==> config.mk <==
export PLATFORM = sky130hd
export DESIGN_NAME = ftdi_fifo_emu_flat
export DESIGN_NICKNAME = d
export VERILOG_FILES = /design/src/rtl/ftdi_fifo_emu_if.sv /design/src/rtl/ftdi_fifo_emu.sv /design/src/flat_wrapper.sv
export SDC_FILE = /design/constraint.sdc
export NUM_CORES = 1
export LEC_CHECK = 0
export ABC_AREA = 1
export BUFFER_PORTS_ARGS = -buffer_cell sky130_fd_sc_hd__buf_2
export CAP_MARGIN = 20
export CORE_ASPECT_RATIO = 1.25
export CORE_MARGIN = 2
export CORE_UTILIZATION = 33
export CTS_CLUSTER_SIZE = 14
export DETAILED_ROUTE_END_ITERATION = 10
export SYNTH_ARGS = -nofsm -noshare
export SYNTH_HDL_FRONTEND = slang
export SYNTH_SLANG_ARGS = --single-unit
==> constraint.sdc <==
create_clock -name clk -period 4.4 [get_ports clk]
set_input_delay 0.22 -clock clk [delete_from_list [all_inputs] [get_ports clk]]
set_output_delay 0.22 -clock clk [all_outputs]
set_load 0.03 [all_outputs]
==> src/rtl/ftdi_fifo_emu_if.sv <==
// Master-side bus of the FT245-style synchronous FIFO, seen from the FPGA
// master and from the emulated FT2232H chip.
interface ftdi_fifo_emu_if;
    logic [7:0] data_in;
    logic [7:0] data_out;
    logic       data_oe;
    logic       rxf_n;
    logic       oe_n;
    logic       rd_n;
    logic       txe_n;
    logic       wr_n;

    modport master (
        input  data_out, data_oe, rxf_n, txe_n,
        output data_in, oe_n, rd_n, wr_n
    );

    modport slave (
        input  data_in, oe_n, rd_n, wr_n,
        output data_out, data_oe, rxf_n, txe_n
    );
endinterface

==> src/rtl/ftdi_fifo_emu.sv <==
// FT2232H chip-side emulator of the synchronous FIFO interface: an RFIFO
// feeds master reads from the host stream, a WFIFO forwards master writes.
module ftdi_fifo_emu #(
    parameter int DEPTH = 16,
    parameter int AW    = $clog2(DEPTH)
) (
    input  logic           clk,
    input  logic           rst,
    ftdi_fifo_emu_if.slave bus,
    input  logic [7:0]     host_tx_tdata,
    input  logic           host_tx_tvalid,
    output logic           host_tx_tready,
    output logic [7:0]     host_rx_tdata,
    output logic           host_rx_tvalid,
    input  logic           host_rx_tready,
    output logic           rd_err,
    output logic           wr_err
);
    localparam int              CNT_W    = AW + 1;
    localparam logic [AW:0]     FULL_CNT = CNT_W'(DEPTH);
    localparam logic [AW:0]     CNT_ONE  = CNT_W'(1);
    localparam logic [AW-1:0]   PTR_ONE  = AW'(1);

    logic [7:0]    rmem [DEPTH];
    logic [7:0]    wmem [DEPTH];
    logic [AW-1:0] rptr_wr, rptr_rd, wptr_wr, wptr_rd;
    logic [AW:0]   rcount, rcount_next, wcount, wcount_next;
    logic          r_push, r_pop, w_push, w_pop;

    // Strobes qualify against the registered flags, so a master that obeys
    // rxf_n/txe_n can never under- or overflow either FIFO.
    assign r_push = host_tx_tvalid & host_tx_tready;
    assign r_pop  = ~bus.rd_n & ~bus.rxf_n;
    assign w_push = ~bus.wr_n & ~bus.txe_n;
    assign w_pop  = host_rx_tvalid & host_rx_tready;

    assign bus.data_out  = rmem[rptr_rd];
    assign host_rx_tdata = wmem[wptr_rd];

    // NOTE: every output of a combinational block gets a default first, so no path leaves it unassigned and no latch is inferred.
    always_comb begin
        rcount_next = rcount;
        wcount_next = wcount;
        if (r_push && !r_pop)      rcount_next = rcount + CNT_ONE;
        else if (!r_push && r_pop) rcount_next = rcount - CNT_ONE;
        if (w_push && !w_pop)      wcount_next = wcount + CNT_ONE;
        else if (!w_push && w_pop) wcount_next = wcount - CNT_ONE;
    end

    // NOTE: the byte storage has no reset; clearing pointers and counts is enough to make stale contents unreachable.
    always_ff @(posedge clk) begin
        if (r_push && !rst) rmem[rptr_wr] <= host_tx_tdata;
        if (w_push && !rst) wmem[wptr_wr] <= bus.data_in;
    end

    // NOTE: sequential state uses non-blocking assignments so every register samples pre-edge values of the others.
    always_ff @(posedge clk) begin
        if (rst) begin
            rptr_wr        <= '0;
            rptr_rd        <= '0;
            wptr_wr        <= '0;
            wptr_rd        <= '0;
            rcount         <= '0;
            wcount         <= '0;
            bus.rxf_n      <= 1'b1;
            bus.txe_n      <= 1'b1;
            bus.data_oe    <= 1'b0;
            host_tx_tready <= 1'b0;
            host_rx_tvalid <= 1'b0;
            rd_err         <= 1'b0;
            wr_err         <= 1'b0;
        end else begin
            if (r_push) rptr_wr <= rptr_wr + PTR_ONE;
            if (r_pop)  rptr_rd <= rptr_rd + PTR_ONE;
            if (w_push) wptr_wr <= wptr_wr + PTR_ONE;
            if (w_pop)  wptr_rd <= wptr_rd + PTR_ONE;
            rcount         <= rcount_next;
            wcount         <= wcount_next;
            bus.rxf_n      <= (rcount_next == '0);
            host_tx_tready <= (rcount_next != FULL_CNT);
            bus.txe_n      <= (wcount_next == FULL_CNT);
            host_rx_tvalid <= (wcount_next != '0);
            // One cycle of output-enable latency mirrors the chip's bus turnaround.
            bus.data_oe    <= ~bus.oe_n;
            if (~bus.rd_n & bus.rxf_n) rd_err <= 1'b1;
            if (~bus.wr_n & bus.txe_n) wr_err <= 1'b1;
        end
    end
endmodule

==> src/flat_wrapper.sv <==
// flat-port wrapper written by rule: the top's interface ports become plain ports
module ftdi_fifo_emu_flat 
#(
    parameter int DEPTH = 16,
    parameter int AW    = $clog2(DEPTH)
)
  (clk, rst, host_tx_tdata, host_tx_tvalid, host_tx_tready, host_rx_tdata, host_rx_tvalid, host_rx_tready, rd_err, wr_err, bus_data_in, bus_oe_n, bus_rd_n, bus_wr_n, bus_data_out, bus_data_oe, bus_rxf_n, bus_txe_n);
  ftdi_fifo_emu_if bus_i ();
  input  logic clk;
  input  logic rst;
  input  logic [7:0] host_tx_tdata;
  input  logic host_tx_tvalid;
  output logic host_tx_tready;
  output logic [7:0] host_rx_tdata;
  output logic host_rx_tvalid;
  input  logic host_rx_tready;
  output logic rd_err;
  output logic wr_err;
  input wire logic [$bits(bus_i.data_in)-1:0] bus_data_in;
  input wire logic [$bits(bus_i.oe_n)-1:0] bus_oe_n;
  input wire logic [$bits(bus_i.rd_n)-1:0] bus_rd_n;
  input wire logic [$bits(bus_i.wr_n)-1:0] bus_wr_n;
  output wire logic [$bits(bus_i.data_out)-1:0] bus_data_out;
  output wire logic [$bits(bus_i.data_oe)-1:0] bus_data_oe;
  output wire logic [$bits(bus_i.rxf_n)-1:0] bus_rxf_n;
  output wire logic [$bits(bus_i.txe_n)-1:0] bus_txe_n;
  assign bus_i.data_in = bus_data_in;
  assign bus_i.oe_n = bus_oe_n;
  assign bus_i.rd_n = bus_rd_n;
  assign bus_i.wr_n = bus_wr_n;
  assign bus_data_out = bus_i.data_out;
  assign bus_data_oe = bus_i.data_oe;
  assign bus_rxf_n = bus_i.rxf_n;
  assign bus_txe_n = bus_i.txe_n;
  ftdi_fifo_emu #(.DEPTH(DEPTH), .AW(AW)) u_core (.clk(clk), .rst(rst), .bus(bus_i), .host_tx_tdata(host_tx_tdata), .host_tx_tvalid(host_tx_tvalid), .host_tx_tready(host_tx_tready), .host_rx_tdata(host_rx_tdata), .host_rx_tvalid(host_rx_tvalid), .host_rx_tready(host_rx_tready), .rd_err(rd_err), .wr_err(wr_err));
endmodule
==> results.md, run 1 <==
- Status: finished clean
- FP Rows: 78
- Crit path arrival time: approximately 2600 ps
- CTS tree: yes
- Gate Count Post-Synth: 1,052
- Part of the cycle the worst path needs: 0.651
- Post-synthesis register bit count: 297
- Met1 global-route usage: 0.176
- Area share of the largest cell type after synthesis: 0.634
- Critical Path End Type: output port
- Clock power share: 0.341
- Synth Net Count: 1,089
- Via count: slightly below 8,000
- Drt total wl: roughly 27,000 µm
- Post-route setup TNS: 0 ps
- Wirelength per Cell: ~17 µm
- CTS buffer count: 30
- DR vias/cell: 4.94
- H-tree depth: 1
- Ys Warns: 0
- Final Total Pwr: 6940 µW
- Max-slew violations: 0
- Slew headroom: 0.376
- Worst reg2reg path endpoint: u_core.wmem[3][2]
- VDD IR max: around 0.0003 V
- Crit-path max FO: 23
- Worst Skew: ~22 ps
- Power Internal: 4880 µW
- Net switching power: ~2100 µW
- Ports: 46
- GR Util met2: 0.251
- # placed instances: 1,534
- Reg clk slew, reported paths: ~60 ps
- Slowest CP cell: dfxtp_1
- N_diodes: 0
- Hold Path Stages: 3
- CP top delay family: flip-flops
- Clock Tree Buf Depth: 3
- Critical path, cell by cell: clkinv_1 > o211ai_1 > nand3_1 > nand2_1 > buf_2
- Initial Utilization: 0.334
- Comb pwr share: 0.188
- Clock period minus worst slack: 2860 ps
- Initial antenna violation count: 0
- GRT Util Overall: 0.142
- Net Sw Frac: 0.296
- Seq pwr share: 0.471
- Global routing's busiest layer: met2
- Post-synth cell types: 29
- Worst reg2reg path depth: 6
- Core Util, Final: 0.378
- Sequential fraction of the synthesis area: 0.701
- Worst-Margin Slew: 933 ps
- Worst hold path class: in2reg
- Port Buffers: 45
- Die ar.: 38,300 µm²
- CP Buf/Inv Count: 2
- Layout area overhead: 13.2%
- Max-cap violations: 0
- Die Ht: approximately 220 µm
- Met3 global-route usage: 0.0202
- Largest net degree at the start of global routing: 67
- Top-count cell post-synth: edfxtp_1
- EDFF count, synth: approximately 260
- Clk_lat worst skew: 560 ps
- CTS root buffer: clkbuf_16
- Startpoint types: register
- Final hold vios: 0
- Stages on worst setup path: 5
- Post-CTS sizing: 0
- Ys async rst share: 0
- Synth Cell Area: 12,100 µm²
- Worst r2r src: u_core.bus.txe_n
- Mapped Avg Cell Area: 11.5 µm²
- Fraction of layout cells with a size suffix above 1: 0.103
- Final #Nets: 1,127
- Data required time of the critical path: 4180 ps
- Clk sink count: 297
- Post-CTS Setup Bufs: 0
- Area contributors post-synth: edfxtp_1 (63%), nor2_1 (7.5%), dfxtp_1 (6.8%)
- GRT overflow: 0
- TritonRoute pass-1 iters: 5
- First-pass GRT wire length: 42,900 µm
- Worst Setup EP: host_rx_tdata[6]
- GP Congestion: 0.810
- Reg-to-reg slack, setup: 2100 ps
- Pwr/cell area: 505 nW/µm²
- DRT antenna net count: 0
- Top_reg_cell synth: edfxtp_1
- Post-synth top cells: edfxtp_1 (256), nor2_1 (242), o21ai_0 (136)
- LEAKAGE: 0.00461 µW
- Core area: roughly 36,000 µm²
- FMAX: 0.349 GHz
- Fin cells: 1,593
- DRT iter0 DRCs: between 500 and 600
- CP max stage delay: between 800 and 900 ps
- Crit path kind: reg2out
- RSZ-0062 raised after global routing: no
- HPWL after DPL: about 17,000 µm
- Fin Hold WS: between 30 and 40 ps
- Post-synth top area cell: edfxtp_1
- DIE WIDTH: 175 µm
- Filler cells: 3,538
- Number of global-route vias before repair: 7,738
- Setup-failing EPs final: 0
- Drt drc: 0
## worst min-delay path by stage
| stage | from | end | slack (ps) |
|---|---|---|---|
| 6_report | host_tx_tvalid | u_core.rptr_wr[1] | 40 |
| 5_1_grt | host_tx_tvalid | u_core.rptr_wr[1] | 30 |
| 4_1_cts | host_tx_tvalid | u_core.rptr_wr[1] | 5 |
| 3_5_place_dp | bus_oe_n | u_core.bus.data_oe | 380 |
| 3_3_place_gp | bus_oe_n | u_core.bus.data_oe | 370 |
| 2_1_floorplan | bus_oe_n | u_core.bus.data_oe | 290 |
## logic make-up (layout without fill, tap and decap cells)
kind of cell | after synthesis | count (layout) | synth area share
buffers and inverters | 99 | 160 | 0.0367
adder cells (fa/ha/maj) | 14 | 14 | 0.0144
XOR/XNOR | 2 | 2 | 0.00144
AND/OR/NAND/NOR | 406 | 406 | 0.136
flip-flops | 297 | 297 | 0.701
AO/OA/AOI/OAI | 234 | 234 | 0.110
## worst register-to-register path: stages, from the launching register on
cell and delay [ps]:
dfxtp_1 340, nor2_4 200, inv_1 130, nor2_1 220
inv_1 130, nor3_1 660, buf_2 310
## power by group through the flow
stage               Sequential (µW)  Clock, µW  Combinational [µW]
floorplan                      3300          0                 957
global placement               3350          0                1250
detailed placement             3360          0                1270
CTS                            3300       2410                1280
global route                   3280       2500                1470
finish                         3270       2360                1300
## what timing repair did
action                     in CTS  in global routing
hold endpoints to repair        3                  0
hold buffers                    3                  0
setup endpoints to repair       0                  0
## layer usage
layer,vias to the layer above,share of wire
li1,3803,-
met1,3826,0.41
met2,186,0.51
met3,57,0.041
met4,0,0.035
met5,-,0
## cell type report
| type | count | area [µm²] | area share |
|---|---|---|---|
| inverter | 48 | 185 | 0.0135 |
| timing repair buffer | 57 | 328 | 0.0239 |
| multi-input combinational | 656 | 3200 | 0.233 |
| tap | 480 | 601 | 0.0437 |
| clock inverter | 10 | 45.0 | 0.00328 |
| clock buffer | 45 | 860 | 0.0626 |
| sequential | 297 | 8510 | 0.620 |
## flip-flops by register name (all words and copies together), names as in the netlist, 4 cells and up, named ones only
signal	count
u_core.wptr_rd	4
u_core.rmem	128
u_core.rptr_rd	4
u_core.rptr_wr	4
u_core.rcount	5
u_core.wmem	128
u_core.wptr_wr	4
u_core.wcount	5
## metrics by stage
step                      instance area, µm²  setup WS, ps
final                                  13700          1540
after CTS                              13700          1480
after global routing                   13700          1340
after floorplan                        12100          2410
after global placement                 12800          1960
after detailed placement               12800          1980
## placed cells by master (no fill, tap or decap), types with 3 or more instances in the layout
cell,instances
nor2_2,7
nor3_1,12
clkinv_1,6
o21ai_0,136
clkinv_2,3
dlygate4sd3_1,3
edfxtp_1,256
buf_2,48
nor2_1,242
ha_1,14
nand3_1,44
a21oi_1,19
inv_4,3
clkbuf_1,12
dfxtp_2,4
o211ai_1,64
clkbuf_16,32
o21ai_1,15
nor3_2,4
buf_4,5
dfxtp_1,37
nand2_1,89
inv_1,43
(Power assumes the default switching activity.)
==> run 2, diff against run 1 <==
--- a/config.mk
+++ b/config.mk
@@ -5,7 +5,7 @@
 export SDC_FILE = /design/constraint.sdc
 export NUM_CORES = 1
 export LEC_CHECK = 0
-export ABC_AREA = 1
+export ABC_AREA = 0
 export BUFFER_PORTS_ARGS = -buffer_cell sky130_fd_sc_hd__buf_2
 export CAP_MARGIN = 20
 export CORE_ASPECT_RATIO = 1.25
==> constraint.sdc (replaced) <==
create_clock -name clk -period 2.45 [get_ports clk]
set_input_delay 0.1225 -clock clk [delete_from_list [all_inputs] [get_ports clk]]
set_output_delay 0.1225 -clock clk [all_outputs]
set_load 0.03 [all_outputs]
==> run 2 against run 1 <==
Synthesized cell count decreased by 44%. The run now ends with negative setup slack left. Wire length down 10%. Die area is 2.7% lower. Setup slack got worse by 1600 ps. Largest cell class unchanged. Sequential cell count did not move. Non-clock buffer count rose by 63. Area after synthesis down 2.7%. Highest routed layer unchanged. Total power is 75% higher. Via count shrank 26%. Sequential power increased by 77%.
==> results.md, run 2 <==
- Status: finished, violations left
- Failing checks: negative setup slack
- Filler cells: 3,227 (-8.8%)
- Largest net degree at the start of global routing: 33 (-51%)
- Drt total wl: 24,500 µm (-10%)
- Regs by FF count: u_core.rmem: 128 flops, u_core.wmem: 128 flops
- CTS root buffer: clkbuf_16
- Final hold vios: 0 (unchanged)
- Fraction of layout cells with a size suffix above 1: 0.295 (+0.192)
- Crit path arrival time: 2420 ps (-220 ps)
- Max-cap violations: 0 (unchanged)
- FP Rows: 77 (-1.3%)
- Hold Path Stages: 3 (unchanged)
- Clk_lat worst skew: 550 ps (about the same)
- Clock period minus worst slack: around 2500 ps
- FMAX: 0.393 GHz
- Data required time of the critical path: 2330 ps (-1850 ps)
- DR vias/cell: 4.80 (-2.8%)
- Post-route setup TNS: -1060 ps (-1060 ps)
- Worst-Margin Slew: 581 ps (-352 ps)
- Die ar.: 37,300 µm² (-2.7%)
- Crit path kind: reg2out
- DIE WIDTH: 173 µm (-1.3%)
- Top-count cell post-synth: edfxtp_1
- Fin cells: 1,213 (-24%)
- Final Total Pwr: 12,100 µW (+75%)
- HPWL after DPL: 14,600 µm (-17%)
- Post-synth top area cell: edfxtp_1
- DRT iter0 DRCs: 388 (-33%)
- Worst hold path class: in2reg
- Worst reg2reg path depth: 4 (-2)
- Post-synth cell types: 44 (+52%)
- Clock Tree Buf Depth: 3 (unchanged)
- H-tree depth: 1 (unchanged)
- Synth Net Count: 626 (-43%)
- Mapped Avg Cell Area: 20.0 µm² (+74%)
- # placed instances: 1,128 (-26%)
- LEAKAGE: 0.00458 µW (-0.70%)
- Area contributors post-synth: edfxtp_1 (65%), mux4_1 (13%), dfxtp_1 (7.0%)
- Initial antenna violation count: 0 (unchanged)
- Pre-CTS WS: 376 ps (-1600 ps)
- Reg clk slew, reported paths: 60 ps (about the same)
- GRT overflow: 0 (unchanged)
- Pwr/cell area: 860 nW/µm² (+70%)
- Top_reg_cell synth: edfxtp_1
- Layout area overhead: 19.3%
- Wirelength per Cell: 20.2 µm (+18%)
- EDFF count, synth: 256 (unchanged)
- Number of global-route vias before repair: 5,994 (-23%)
- Initial Utilization: 0.334 (-0.000356)
- Setup-failing EPs final: 15 (+15)
- GRT Util Overall: 0.128 (-0.0140)
- Max-slew violations: 0 (unchanged)
- First-pass GRT wire length: 36,800 µm (-14%)
- Post-synthesis register bit count: 297 (unchanged)
- Port Buffers: 45 (unchanged)
- Part of the cycle the worst path needs: 1.04
- RSZ-0062 raised after global routing: yes
- GP Congestion: 0.702 (-13%)
- Gate Count Post-Synth: 589 (-44%)
- Ys Warns: 0 (unchanged)
- Die Ht: 215 µm (-1.3%)
- Clk sink count: 297 (unchanged)
- CTS buffer count: 30 (unchanged)
- Sequential fraction of the synthesis area: 0.721 (+0.0196)
- Commonest non-fill, non-tap cell in the layout: edfxtp_1
- Commonest cells after routing, fill and taps aside: edfxtp_1 (256), mux4_2 (72), nor2_1 (58)
- Ys async rst share: 0 (unchanged)
- Worst Skew: 10.7 ps (-11.4 ps)
- Drt drc: 0 (unchanged)
- Crit-path max FO: 8 (-65%)
- Critical Path End Type: output port
- Via count: 5,826 (-26%)
- Slew headroom: 0.612 (+0.237)
- N_diodes: 0 (unchanged)
- Ports: 46 (unchanged)
- Post-synth top cells: edfxtp_1 (256), mux4_1 (60), nor2_1 (58)
- Final #Nets: 753 (-33%)
- DRT antenna net count: 0 (unchanged)
- TritonRoute pass-1 iters: 4 (-1)
- Startpoint types: register
- VDD IR max: 0.000482 V (+57%)
- Synth Cell Area: 11,800 µm² (-2.7%)
- Worst Slack Setup Final: -95.0 ps (-1630 ps)
- Area share of the largest cell type after synthesis: 0.651 (+0.0177)
- Core area: 35,400 µm² (-2.6%)
- CTS tree: yes
- Fin Hold WS: 121 ps (+85.4 ps)
## run 2: timing repair
item / 4_1_cts / 5_1_grt
gates resized for setup: 71 / 20
cloned: 3 / 4
buffers inserted: 2 / 1
endpoints found under the hold margin: 267 / 0
hold buffers: 21 / 0
endpoints found under the setup margin: 16 / 16
## run 2: worst paths after layout
kind,startpoint,end,slack (ps)
max reg2reg,u_core.bus.txe_n,u_core.wmem[5][2],510
min reg2reg,u_core.wr_err,u_core.wr_err,470
min,host_tx_tvalid,u_core.rcount[1],120
max,register,bus_data_out[2],-100
## run 2: cell families after synthesis
| family | count (synthesis) | synth area share |
|---|---|---|
| DFF | 297 | 0.721 |
| and+or+nand+nor | 107 | 0.0394 |
| muxes | 81 | 0.173 |
| buffers and inverters | 36 | 0.0176 |
| AOI/OAI and AO/OA | 33 | 0.0190 |
| xor gates and xnor gates | 21 | 0.0156 |
| adders and majority gates | 14 | 0.0148 |
## run 2: routing by layer
layer  routed length, µm  GRT usage
met2               12600      0.228
met1               10300      0.163
met5                   0          0
met4                 524     0.0345
met3                1080     0.0201
## run 2: through the flow
step                cell area (µm²)   util
global route                  14100  0.398
finish                        14100  0.398
floorplan                     11800      -
CTS                           14000  0.397
detailed placement            12900  0.364
global placement              12900  0.364
## run 2: cell type report
class                           instances  area (µm²)  area share
Clock buffer                           38         802      0.0570
Timing Repair Buffer                  120        1120      0.0795
Sequential cell                       297        8520       0.605
Inverter                               11        41.3     0.00293
Multi-Input combinational cell        256        2890       0.205
Tap cell                              474         593      0.0421
Clock inverter                         17         116     0.00827
## run 2: worst max-delay path: stages, from the launching register on
cell and delay, ps:
dfxtp_4 480, clkbuf_16 210, mux4_2 500, mux4_2 510, buf_6 160
## run 2: power by group
| part | leakage, µW | internal (µW) | switching (µW) | total [µW] |
|---|---|---|---|---|
| clock network | 0.000449 | 2420 | 1880 | 4300 |
| registers | 0.00264 | 5630 | 173 | 5800 |
| logic | 0.00149 | 1060 | 945 | 2000 |
| total | 0.00458 | 9100 | 3000 | 12100 |
